[src/rtl/parking_pkg.sv]
// Shared types and defaults for the parking gate arbiter.
package parking_pkg;

  localparam int COUNT_W          = 3;
  localparam int DEF_CAPACITY     = 7;
  localparam int DEF_OPEN_TIMEOUT = 50;
  localparam int DEF_CLOSE_CYCLES = 4;

  typedef enum logic [1:0] {
    ST_IDLE       = 2'd0,
    ST_OPEN_ENTRY = 2'd1,
    ST_OPEN_EXIT  = 2'd2,
    ST_CLOSING    = 2'd3
  } gate_state_e;

  // One timer serves both delays, so it is sized for the longer of the two.
  function automatic int timer_width(input int a, input int b);
    int m;
    m = (a > b) ? a : b;
    return $clog2(m + 1);
  endfunction

endpackage

[src/rtl/gate_timer.sv]
// Loadable down-counter shared by the open timeout and the close delay.
// done is the terminal-count compare (counter at zero).
module gate_timer #(
  parameter int WIDTH = 6
) (
  input  logic             clk_sys,
  input  logic             rst_b,
  input  logic             i_load,
  input  logic [WIDTH-1:0] i_load_val,
  input  logic             i_run,
  output logic             o_done
);

  logic [WIDTH-1:0] r_cnt;

  // Load has priority over counting; the count parks at zero.
  always_ff @(posedge clk_sys or negedge rst_b) begin
    if (!rst_b) begin
      r_cnt <= '0;
    end else if (i_load) begin
      r_cnt <= i_load_val;
    end else if (i_run && (r_cnt != '0)) begin
      r_cnt <= r_cnt - 1'b1;
    end
  end

  assign o_done = (r_cnt == '0);

endmodule

[src/rtl/parking_gate_arbiter.sv]
// Parking gate arbiter: shares one barrier between entry and exit traffic,
// tracks occupancy and rejects requests the lot cannot serve.
//
// state         | meaning
// --------------+-------------------------------------------------------
// ST_IDLE       | gate down, evaluating pending requests
// ST_OPEN_ENTRY | gate up for an entering car, open timeout running
// ST_OPEN_EXIT  | gate up for a leaving car, open timeout running
// ST_CLOSING    | gate coming down for the close delay; requests queue
module parking_gate_arbiter
  import parking_pkg::*;
#(
  parameter int CAPACITY     = DEF_CAPACITY,
  parameter int OPEN_TIMEOUT = DEF_OPEN_TIMEOUT,
  parameter int CLOSE_CYCLES = DEF_CLOSE_CYCLES
) (
  input  logic               clk,
  input  logic               reset,
  input  logic               entry_req,
  input  logic               exit_req,
  input  logic               car_passed,
  output logic               gate_open,
  output logic               grant_entry,
  output logic               grant_exit,
  output logic               deny,
  output logic               full,
  output logic [COUNT_W-1:0] led_counter
);

  localparam int                 TMR_W      = timer_width(OPEN_TIMEOUT, CLOSE_CYCLES);
  localparam logic [COUNT_W-1:0] CAP_C      = COUNT_W'(CAPACITY);
  localparam logic [TMR_W-1:0]   OPEN_LOAD  = TMR_W'(OPEN_TIMEOUT - 1);
  localparam logic [TMR_W-1:0]   CLOSE_LOAD = TMR_W'(CLOSE_CYCLES - 1);

  gate_state_e        r_state;
  gate_state_e        w_next_state;

  logic               r_entry_pend;
  logic               r_exit_pend;
  logic               r_last_exit;
  logic [COUNT_W-1:0] r_count;
  logic               r_deny;
  logic               r_gate_open;
  logic               r_grant_entry;
  logic               r_grant_exit;

  logic               w_entry_pend;
  logic               w_exit_pend;
  logic               w_entry_ok;
  logic               w_exit_ok;
  logic               w_deny_entry;
  logic               w_deny_exit;
  logic               w_want_entry;
  logic               w_want_exit;

  logic               w_clr_entry;
  logic               w_clr_exit;
  logic               w_deny;
  logic               w_grant_entry;
  logic               w_grant_exit;
  logic               w_cnt_inc;
  logic               w_cnt_dec;
  logic               w_tmr_load;
  logic [TMR_W-1:0]   w_tmr_load_val;
  logic               w_tmr_run;
  logic               w_tmr_done;

  // A request pulse counts in the same cycle it arrives, so an idle gate
  // opens on the very next edge.
  assign w_entry_pend = r_entry_pend | entry_req;
  assign w_exit_pend  = r_exit_pend | exit_req;
  assign w_entry_ok   = (r_count < CAP_C);
  assign w_exit_ok    = (r_count != '0);
  assign w_deny_entry = w_entry_pend & ~w_entry_ok;
  assign w_deny_exit  = w_exit_pend & ~w_exit_ok;
  assign w_want_entry = w_entry_pend & w_entry_ok;
  assign w_want_exit  = w_exit_pend & w_exit_ok;

  gate_timer #(
    .WIDTH (TMR_W)
  ) u_gate_timer (
    .clk_sys    (clk),
    .rst_b      (reset),
    .i_load     (w_tmr_load),
    .i_load_val (w_tmr_load_val),
    .i_run      (w_tmr_run),
    .o_done     (w_tmr_done)
  );

  // State register.
  always_ff @(posedge clk or negedge reset) begin
    if (!reset) begin
      r_state <= ST_IDLE;
    end else begin
      r_state <= w_next_state;
    end
  end

  // Next-state, grant/deny decisions, occupancy updates and timer control.
  always_comb begin
    w_next_state   = r_state;
    w_clr_entry    = 1'b0;
    w_clr_exit     = 1'b0;
    w_deny         = 1'b0;
    w_grant_entry  = 1'b0;
    w_grant_exit   = 1'b0;
    w_cnt_inc      = 1'b0;
    w_cnt_dec      = 1'b0;
    w_tmr_load     = 1'b0;
    w_tmr_load_val = OPEN_LOAD;
    w_tmr_run      = 1'b0;

    case (r_state)
      ST_IDLE: begin
        // Rejections and a grant for the other side can share one cycle.
        w_clr_entry = w_deny_entry;
        w_clr_exit  = w_deny_exit;
        w_deny      = w_deny_entry | w_deny_exit;
        if (w_want_entry && w_want_exit) begin
          w_grant_entry = r_last_exit;
          w_grant_exit  = ~r_last_exit;
        end else begin
          w_grant_entry = w_want_entry;
          w_grant_exit  = w_want_exit;
        end
        if (w_grant_entry) begin
          w_next_state   = ST_OPEN_ENTRY;
          w_clr_entry    = 1'b1;
          w_tmr_load     = 1'b1;
          w_tmr_load_val = OPEN_LOAD;
        end else if (w_grant_exit) begin
          w_next_state   = ST_OPEN_EXIT;
          w_clr_exit     = 1'b1;
          w_tmr_load     = 1'b1;
          w_tmr_load_val = OPEN_LOAD;
        end
      end

      ST_OPEN_ENTRY: begin
        w_tmr_run = 1'b1;
        if (car_passed || w_tmr_done) begin
          w_cnt_inc      = car_passed & w_entry_ok;
          w_next_state   = ST_CLOSING;
          w_tmr_load     = 1'b1;
          w_tmr_load_val = CLOSE_LOAD;
        end
      end

      ST_OPEN_EXIT: begin
        w_tmr_run = 1'b1;
        if (car_passed || w_tmr_done) begin
          w_cnt_dec      = car_passed & w_exit_ok;
          w_next_state   = ST_CLOSING;
          w_tmr_load     = 1'b1;
          w_tmr_load_val = CLOSE_LOAD;
        end
      end

      ST_CLOSING: begin
        w_tmr_run = 1'b1;
        if (w_tmr_done) begin
          w_next_state = ST_IDLE;
        end
      end

      default: begin
        w_next_state = ST_IDLE;
      end
    endcase
  end

  // Pending flags, occupancy, round-robin pointer and registered outputs.
  always_ff @(posedge clk or negedge reset) begin
    if (!reset) begin
      r_entry_pend  <= 1'b0;
      r_exit_pend   <= 1'b0;
      r_last_exit   <= 1'b0;
      r_count       <= '0;
      r_deny        <= 1'b0;
      r_gate_open   <= 1'b0;
      r_grant_entry <= 1'b0;
      r_grant_exit  <= 1'b0;
    end else begin
      r_entry_pend <= w_entry_pend & ~w_clr_entry;
      r_exit_pend  <= w_exit_pend & ~w_clr_exit;
      if (w_grant_exit) begin
        r_last_exit <= 1'b1;
      end else if (w_grant_entry) begin
        r_last_exit <= 1'b0;
      end
      if (w_cnt_inc) begin
        r_count <= r_count + 1'b1;
      end else if (w_cnt_dec) begin
        r_count <= r_count - 1'b1;
      end
      r_deny        <= w_deny;
      r_grant_entry <= (w_next_state == ST_OPEN_ENTRY);
      r_grant_exit  <= (w_next_state == ST_OPEN_EXIT);
      r_gate_open   <= (w_next_state == ST_OPEN_ENTRY) ||
                       (w_next_state == ST_OPEN_EXIT);
    end
  end

  assign gate_open   = r_gate_open;
  assign grant_entry = r_grant_entry;
  assign grant_exit  = r_grant_exit;
  assign deny        = r_deny;
  assign led_counter = r_count;
  assign full        = (r_count == CAP_C);

endmodule
[config.mk]
export PLATFORM = sky130hd
export DESIGN_NAME = parking_gate_arbiter
export DESIGN_NICKNAME = d
export VERILOG_FILES = /design/src/rtl/parking_pkg.sv /design/src/rtl/gate_timer.sv /design/src/rtl/parking_gate_arbiter.sv
export SDC_FILE = /design/constraint.sdc
export NUM_CORES = 1
export LEC_CHECK = 0
export CAP_MARGIN = 10
export CORE_UTILIZATION = 40
export CTS_CLUSTER_DIAMETER = 60
export DETAILED_ROUTE_END_ITERATION = 6
export PLACE_DENSITY_LB_ADDON = 0.25
export SYNTH_ARGS = -nofsm -noshare
export SYNTH_HDL_FRONTEND = slang
export SYNTH_HIERARCHICAL = 1
export SYNTH_SLANG_ARGS = --single-unit
[constraint.sdc]
create_clock -name clk -period 2.79 [get_ports clk]
set_clock_uncertainty 0.2 [all_clocks]
set_input_delay 0.4185 -clock clk [delete_from_list [all_inputs] [get_ports clk]]
set_output_delay 0.4185 -clock clk [all_outputs]
set_load 0.005 [all_outputs]
# ---- Word level (Yosys, flattened, before mapping)
# Cells that the tools add are included.
dict set report totals {
  reg_bits 18
  inputBits 5
}
dict set report op_classes {
  n_addsub 3
  order_cmp 1
  eq_ne 6
  mux 34
  bitwise_logic 16
  n_reduce_logical 13
}
# operator count
set ops {}
lappend ops {{6-bit two-way mux} 4}
lappend ops {{1-bit two-way mux} 22}
lappend ops {{1-bit AND} 8}
lappend ops {{2-bit two-way mux} 4}
lappend ops {{2-bit == test, second input constant} 3}
lappend ops {{6-bit zero test} 1}
lappend ops {{3-bit two-way mux} 2}
lappend ops {{2-bit one-hot mux with 3 select lines} 1}
lappend ops {{2-bit nonzero test} 3}
lappend ops {{6-bit nonzero test} 1}
lappend ops {{6-bit by 1-bit subtractor with 6-bit output, second input constant} 1}
lappend ops {{1-bit NOT} 5}
lappend ops {{2-bit by 1-bit == test with 1-bit output, second input constant} 2}
lappend ops {{3-bit by 1-bit adder with 3-bit output, second input constant} 1}
lappend ops {{3-bit == test, second input constant} 1}
lappend ops {{3-bit less-than comparator, second input constant} 1}
lappend ops {{1-bit bitwise OR} 3}
lappend ops {{3-bit nonzero test} 1}
lappend ops {{3-bit OR reduction} 1}
lappend ops {{3-bit by 1-bit subtractor with 3-bit output, second input constant} 1}
lappend ops {{1-bit logical AND} 2}
lappend ops {{2-bit zero test} 1}
lappend ops {{1-bit logical OR} 2}
lappend ops {{1-bit one-hot mux with 2 select lines} 1}
lappend ops {{2-bit OR reduction} 1}

# ---- Depth between registers and ports, before layout
# Gate-level depths: netlist of run 1.
dict set report logic_depth {
  depth_word 10
  ltp_mapped 10
}

# ---- Hierarchy
# Netlist of run 1, hierarchy kept.
# mod instances cells_each area_per_inst_um2
set by_module_without_submodules {}
lappend by_module_without_submodules {parking_gate_arbiter 1 75 754.5}
lappend by_module_without_submodules {gate_timer 1 44 395.4}

# ---- Least setup slack after synthesis of run 1
# Ideal clock, no wire load.
dict set report synth_path {
  path_kind {reg-to-reg}
  startpoint {register u_gate_timer.r_cnt[0]}
  endpoint {register u_gate_timer.r_cnt[3]}
  setup_ps 87
  t_arrival_ps 2018
  required_time_ps 2503
  setup_slack_ps 485
  stages_incl_launch_ff 10
  synth_period_minus_slack_ps 2305
  path_cell_list {dfrtp_1 -> inv_1 -> ha_1 -> nand2b_1 -> nor2_1 -> o21ai_1 -> a21oi_1 -> buf_1 -> or4_1 -> o211ai_1}
}
dict set report synth_via {
  elab_chain_len 5
}
# item line_no
set synth_rtl {}
lappend synth_rtl {{start, declared} gate_timer.sv:14} ;# logic [WIDTH-1:0] r_cnt;
lappend synth_rtl {{start signal, assigned} gate_timer.sv:21} ;# r_cnt <= i_load_val;
lappend synth_rtl {{start signal, assigned} gate_timer.sv:23} ;# r_cnt <= r_cnt - 1'b1;
lappend synth_rtl {{6-bit zero test *} gate_timer.sv:27} ;# assign o_done = (r_cnt == '0);
lappend synth_rtl {{named net w_tmr_done} parking_gate_arbiter.sv:66} ;# logic w_tmr_done;
lappend synth_rtl {{1-bit logical OR *} {parking_gate_arbiter.sv:141, parking_gate_arbiter.sv:151}}
lappend synth_rtl {{1-bit two-way mux *} {parking_gate_arbiter.sv:141, parking_gate_arbiter.sv:151}}
lappend synth_rtl {{1-bit one-hot mux with 2 select lines *} parking_gate_arbiter.sv:113} ;# case (r_state)
lappend synth_rtl {{named net w_tmr_load} parking_gate_arbiter.sv:63} ;# logic w_tmr_load;
lappend synth_rtl {{6-bit two-way mux or 2-bit nonzero test (tied branches)} -}
# Mark *: on every way through the listed nets, which the timed path passes. The rest lies on a longest branch. The select of a mux whose other input is x is not followed.
# A chain may end at the register's enable or synchronous reset.

# ---- Worst setup path after layout of run 1
# Same ends and word-level chain as after synthesis.

==> results.sh, run 1 <==
export IMPL_status="finished clean"
export IMPL_cts_hold_buffers=0
export IMPL_wire_per_inst_um=14.0
export IMPL_vias=913
export IMPL_mappedNetlistArea_um2=1150
export IMPL_core_rowCount=19
export IMPL_worst_setup_path_type="reg2reg"
export IMPL_ant_nets=0
export IMPL_tightest_slew_ns=0.824
export IMPL_min_to="r_entry_pend"
export IMPL_tns_ns=0
export IMPL_place_ws_ns=0.108
export IMPL_rsz0062_at_grt="false"
export IMPL_grt_pass1_wl_mm=4.09
export IMPL_firstDrtPassIters=4
export IMPL_synth_edf_count=0
export IMPL_crit_required_ns=2.81
export IMPL_ir_drop_v=0.000289
export IMPL_ys_top_cells_by_area="dfrtp_1 39%, ha_1 9.8%, inv_1 3.9%, a21oi_1 2.6%, nand2_1 2.6%"
export IMPL_initial_core_util=0.421
export IMPL_ys_types=44
export IMPL_drc=0
export IMPL_yosysWarnings=6
export IMPL_nNetsFinal=152
export IMPL_endpoint_kind="register"
export IMPL_avgViaCountPerCell=5.47
export IMPL_port_buffers=12
export IMPL_antenna_found_initial=0
export IMPL_relSlewSlack=0.449
export IMPL_hold_path_class="reg2reg"
export IMPL_setup_ws_ns=0.292
export IMPL_finalSetupViolations=0
export IMPL_htreeDepth=1
export IMPL_grt_ovfl_total=0
export IMPL_slew_violations=0
export IMPL_cts_setup_buffers=0
export IMPL_die_h_um=55.6
export IMPL_ff2ff_setup_slack_ns=0.29
export IMPL_cp_start_kind="register"
export IMPL_ys_flop_type="dfrtp_1"
export IMPL_reg2reg_to="u_gate_timer/r_cnt[3]"
export IMPL_final_cell_mix="18 x dfrtp_1, 12 x inv_1, 12 x clkdlybuf4s50_1, 9 x ha_1, 8 x nand2_1"
export IMPL_gp_routability_congestion=0.793
export IMPL_rr_worst_depth=8
export IMPL_synth_avg_cell_area_um2=9.66
export IMPL_top_level_ports=13
export IMPL_synthCells=119
export IMPL_yosysTopAreaCellShare=0.392
export IMPL_max_freq_mhz=400
export IMPL_cp_arrival_ns=2.52
export IMPL_fin_area_um2=1360
export IMPL_die_x_um=55.6
export IMPL_synth_top_cell_by_area="dfrtp_1"
export IMPL_leakagePower_nw=0.572
export IMPL_power_total_uw=443
export IMPL_cts_tree="built"
export IMPL_finalCritPeriodShare=0.895
export IMPL_power_density_nw_per_um2=325
export IMPL_synthArstFlopShare=1.00
export IMPL_reg2reg_from="u_gate_timer/r_cnt[0]"
export IMPL_drive_above_1_share=0.110
export IMPL_antenna_cells=0
export IMPL_finalHoldViolCount=0
export IMPL_drtIter0Drc=11
export IMPL_placed_area_um2=1320
export IMPL_path_max_fanout=9
export IMPL_max_cap_viol_count=0
export IMPL_dp_hpwl_mm=1.71
export IMPL_min_path_cells=2
export IMPL_hold_start="r_entry_pend"
export IMPL_core_um2=2730
export IMPL_wl_mm=2.34
export IMPL_grt_max_degree=19
export IMPL_area_growth_pct=18.5
export IMPL_grt_pass1_vias=959
export IMPL_seq_area_frac_synth=0.392
export IMPL_dieArea_um2=3090
export IMPL_final_util=0.498
export IMPL_path_clk_slew_ns=0.11
export IMPL_clockBufferDepth=2
export IMPL_cts_root_buf="clkbuf_4"
export IMPL_layout_commonest_cell="dfrtp_1"
export IMPL_numCtsBuffers=3
export IMPL_grtUsageTotal=0.166
export IMPL_clk_latency_ns=0.29
export IMPL_yosys_register_bits=18
export IMPL_clock_sinks=18
export IMPL_min_period_ns=2.50
-- sequential cells by signal, summed over array words and instances (netlist names) --
signal              count
u_gate_timer/r_cnt      6
led_counter             3
r_state                 2
deny                    1
gate_open               1
grant_entry             1
grant_exit              1
r_entry_pend            1
r_exit_pend             1
r_last_exit             1
-- critical path, stage by stage, from the launching register on --
cell and delay, ns:
dfrtp_1 0.38, inv_1 0.09, ha_1 0.22, nand2b_1 0.10, nor2_1 0.07, o21ai_1 0.42, a21oi_2 0.22, or4_1 0.55
o211ai_1 0.17
-- report_power, final --
part | internal (mW) | switching, mW
clock network | 0.0795 | 0.0881
registers | 0.261 | 0.0000000000000000343
logic | 0.00649 | 0.00806
total | 0.347 | 0.0961
-- worst max path at each step --
stage / cells after the start / startpoint / endpoint
2_1_floorplan: 9 / u_gate_timer/r_cnt[0] / u_gate_timer/r_cnt[3]
3_3_place_gp: 7 / entry_req / u_gate_timer/r_cnt[3]
3_5_place_dp: 8 / entry_req / u_gate_timer/r_cnt[0]
4_1_cts: 7 / u_gate_timer/r_cnt[2] / u_gate_timer/r_cnt[0]
5_1_grt: 8 / u_gate_timer/r_cnt[0] / u_gate_timer/r_cnt[3]
6_report: 8 / u_gate_timer/r_cnt[0] / u_gate_timer/r_cnt[3]
-- area by class of cell --
type / count / area, µm²
Timing Repair Buffer: 15 / 143
Multi-Input combinational cell: 87 / 649
Inverter: 12 / 45.0
Tap cell: 31 / 38.8
Fill cell: 253 / 1370
Sequential cell: 18 / 450
Clock buffer: 4 / 36.3
-- cells in the mapped netlist (3+ instances only) --
master and count:
or4_1 3, and2_1 3, a31oi_1 4, nand2_1 8, a21oi_1 6, nor2_1 7
o211ai_1 3, ha_1 9, dfrtp_1 18, inv_1 12
-- cells by family after synthesis --
| group | Yosys count | synth area share |
|---|---|---|
| XOR/XNOR | 1 | 0.00762 |
| buffers and inverters | 15 | 0.0500 |
| adder cells (fa/ha/maj) | 10 | 0.115 |
| AO/OA/AOI/OAI | 36 | 0.238 |
| AND/OR/NAND/NOR | 36 | 0.181 |
| multiplexers | 1 | 0.00979 |
| flip-flops | 18 | 0.392 |
| other | 2 | 0.00653 |
-- per-layer routing --
layer	up-vias	global-route usage	routed length, µm
met4	0	0.0536	12
met3	2	0.0349	64
li1	465	-	-
met1	438	0.213	1140
met2	8	0.281	1120
met5	-	0	0
-- timing repair --
action / in CTS / in global routing
resized for setup: 0 / 1
endpoints found under the setup margin: 0 / 1
endpoints found under the hold margin: 0 / 0
-- metrics by stage --
stage	instances	hold slack (ns)
floorplan	120	-0.0771
CTS	167	0.352
detailed placement	163	0.324
global placement	163	0.328
global route	167	0.391
finish	167	0.342
(Power assumes the default switching activity.)
==> run 2, diff against run 1 <==
--- a/config.mk
+++ b/config.mk
@@ -6,11 +6,10 @@
 export NUM_CORES = 1
 export LEC_CHECK = 0
 export CAP_MARGIN = 10
-export CORE_UTILIZATION = 40
+export CORE_UTILIZATION = 25
 export CTS_CLUSTER_DIAMETER = 60
 export DETAILED_ROUTE_END_ITERATION = 6
 export PLACE_DENSITY_LB_ADDON = 0.25
 export SYNTH_ARGS = -nofsm -noshare
 export SYNTH_HDL_FRONTEND = slang
-export SYNTH_HIERARCHICAL = 1
 export SYNTH_SLANG_ARGS = --single-unit
==> results.sh, run 2 <==
export IMPL_status="finished clean"
export IMPL_cp_arrival_ns=2.26
export IMPL_cts_resized=0
export IMPL_final_util=0.331
export IMPL_max_cap_viol_count=0
export IMPL_core_rowCount=22
export IMPL_crit_required_ns=2.74
export IMPL_die_x_um=66.2
export IMPL_ir_drop_v=0.000162
export IMPL_area_growth_pct=21.8
export IMPL_antenna_cells=0
export IMPL_hold_path_class="reg2reg"
export IMPL_dp_hpwl_mm=1.48
export IMPL_avgViaCountPerCell=4.80
export IMPL_synth_top_cell_by_area="dfrtp_1"
export IMPL_synth_common_cells="18 x dfrtp_1, 11 x a21oi_1, 7 x ha_1"
export IMPL_worst_hold_slack_ns=0.310
export IMPL_placed_area_um2=1210
export IMPL_fin_cells=164
export IMPL_multiInputGateArea_um2=554
export IMPL_synth_avg_cell_area_um2=10.2
export IMPL_largest_register_ffs=6
export IMPL_core_um2=3800
export IMPL_synth_edf_count=0
export IMPL_clock_sinks=18
export IMPL_firstDrtPassIters=4
export IMPL_htreeDepth=1
export IMPL_clk_latency_ns=0.25
export IMPL_power_total_uw=450
export IMPL_cts_hold_buffers=0
export IMPL_ys_top_cells_by_area="dfrtp_1 44%, ha_1 8.5%, a21oi_1 5.3%, mux2i_1 3.9%, o21ai_0 2.9%"
export IMPL_grtUsageTotal=0.108
export IMPL_layout_commonest_cell="dfrtp_1"
export IMPL_area_sequential_um2=450
export IMPL_initial_core_util=0.271
export IMPL_syn_num_nets=114
export IMPL_drtIter0Drc=18
export IMPL_yosysWarnings=0
export IMPL_place_ws_ns=0.409
export IMPL_final_cell_mix="18 x dfrtp_1, 12 x clkdlybuf4s50_1, 11 x a21oi_1, 7 x ha_1"
export IMPL_yosys_register_bits=18
export IMPL_endpoint_kind="register"
export IMPL_ys_types=34
export IMPL_grt_pass1_vias=801
export IMPL_numCtsBuffers=3
export IMPL_dieArea_um2=4390
export IMPL_regMostFlops="u_gate_timer.r_cnt"
export IMPL_yosysTopAreaCellShare=0.437
export IMPL_die_h_um=66.2
export IMPL_min_period_ns=2.31
export IMPL_power_density_nw_per_um2=358
export IMPL_setup_ws_ns=0.480
export IMPL_drive_above_1_share=0.0776
export IMPL_nFillCells=409
export IMPL_tns_ns=0
export IMPL_wl_mm=1.98
export IMPL_seq_area_frac_synth=0.437
export IMPL_cts_root_buf="clkbuf_8"
export IMPL_path_clk_slew_ns=0.07
export IMPL_port_buffers=12
export IMPL_rsz0062_at_grt="false"
export IMPL_worst_setup_path_type="reg2reg"
export IMPL_grt_max_degree=19
export IMPL_top_level_ports=13
export IMPL_wire_per_inst_um=12.1
export IMPL_ant_nets=0
export IMPL_path_max_fanout=5
export IMPL_synthArstFlopShare=1.00
export IMPL_nNetsFinal=131
export IMPL_finalSetupViolations=0
export IMPL_cp_start_kind="register"
export IMPL_grt_ovfl_total=0
export IMPL_cts_setup_buffers=0
export IMPL_mappedNetlistArea_um2=1030
export IMPL_vias=787
export IMPL_dp_cells=161
export IMPL_max_freq_mhz=433
export IMPL_tightest_slew_ns=0.793
export IMPL_drc=0
export IMPL_antenna_found_initial=0
export IMPL_finalHoldViolCount=0
export IMPL_slew_violations=0
export IMPL_gp_routability_congestion=0.802
export IMPL_ys_flop_type="dfrtp_1"
export IMPL_finalCritPeriodShare=0.828
export IMPL_cts_tree="built"
export IMPL_grt_pass1_wl_mm=3.53
export IMPL_synthCells=101
export IMPL_yosysMostFrequentCell="dfrtp_1"
export IMPL_leakagePower_nw=0.539
export IMPL_relSlewSlack=0.470
export IMPL_clockBufferDepth=2
export IMPL_fin_area_um2=1260
## run 2: cell types whose count changed after synthesis, sizes merged, moves of 3 or more
cell / change
a31oi: -3
o211ai: -3
a211oi: +4
a21o: +3
inv: -6
or3b: -3
a21oi: +6
mux2i: +4
## run 2: cells by family (layout without fill, tap and decap cells)
group,after synthesis,in the layout,synth area share
simple gates,27,27,0.154
fa+ha+maj,8,8,0.104
compound gates,33,33,0.204
mux,5,5,0.0498
xor+xnor,3,3,0.0255
flops,18,18,0.437
buf+inv,7,22,0.0255
## run 2: final timing paths
kind / start / to / slack [ns] / cells after the start
max in group asynchronous: reset / deny / 1.47 / 1
worst min register to register: r_last_exit / r_last_exit / 0.31 / 1
worst max-delay path: r_state[0] / gate_open / 0.48 / 8
min in group asynchronous: reset / r_state[1] / 0.43 / 1
worst min-delay path: r_last_exit / r_last_exit / 0.31 / 1
worst max register to register: r_state[0] / gate_open / 0.48 / 8
## run 2: worst max-delay path, cell delays in order, from the launching register on
cell	delay [ns]
dfrtp_1	0.39
inv_1	0.11
ha_1	0.34
and2_1	0.15
a31oi_1	0.34
a211oi_1	0.18
a21o_1	0.19
ha_1	0.27
inv_1	0.03
## run 2: report_power, final
group          leakage, nW          switching, mW  internal (mW)
combinational        0.296                0.00656        0.00506
clock               0.0216                 0.0819         0.0957
sequential           0.222  0.0000000000000000374          0.261
total                0.539                 0.0884          0.362
## run 2: layout make-up
| cell class | instances | share of cell area |
|---|---|---|
| multi-input combinational | 76 | 0.441 |
| sequential | 18 | 0.359 |
| tap | 48 | 0.0478 |
| inverter | 6 | 0.0179 |
| clock buffer | 3 | 0.0329 |
| timing repair buffer | 13 | 0.102 |
## run 2: layer usage
metal	vias to the layer above	global-route usage	wire (µm)
met5	-	0	0
met4	0	0.0638	27
met3	2	0.0207	48
met2	10	0.163	903
met1	380	0.142	1000
li1	395	-	-
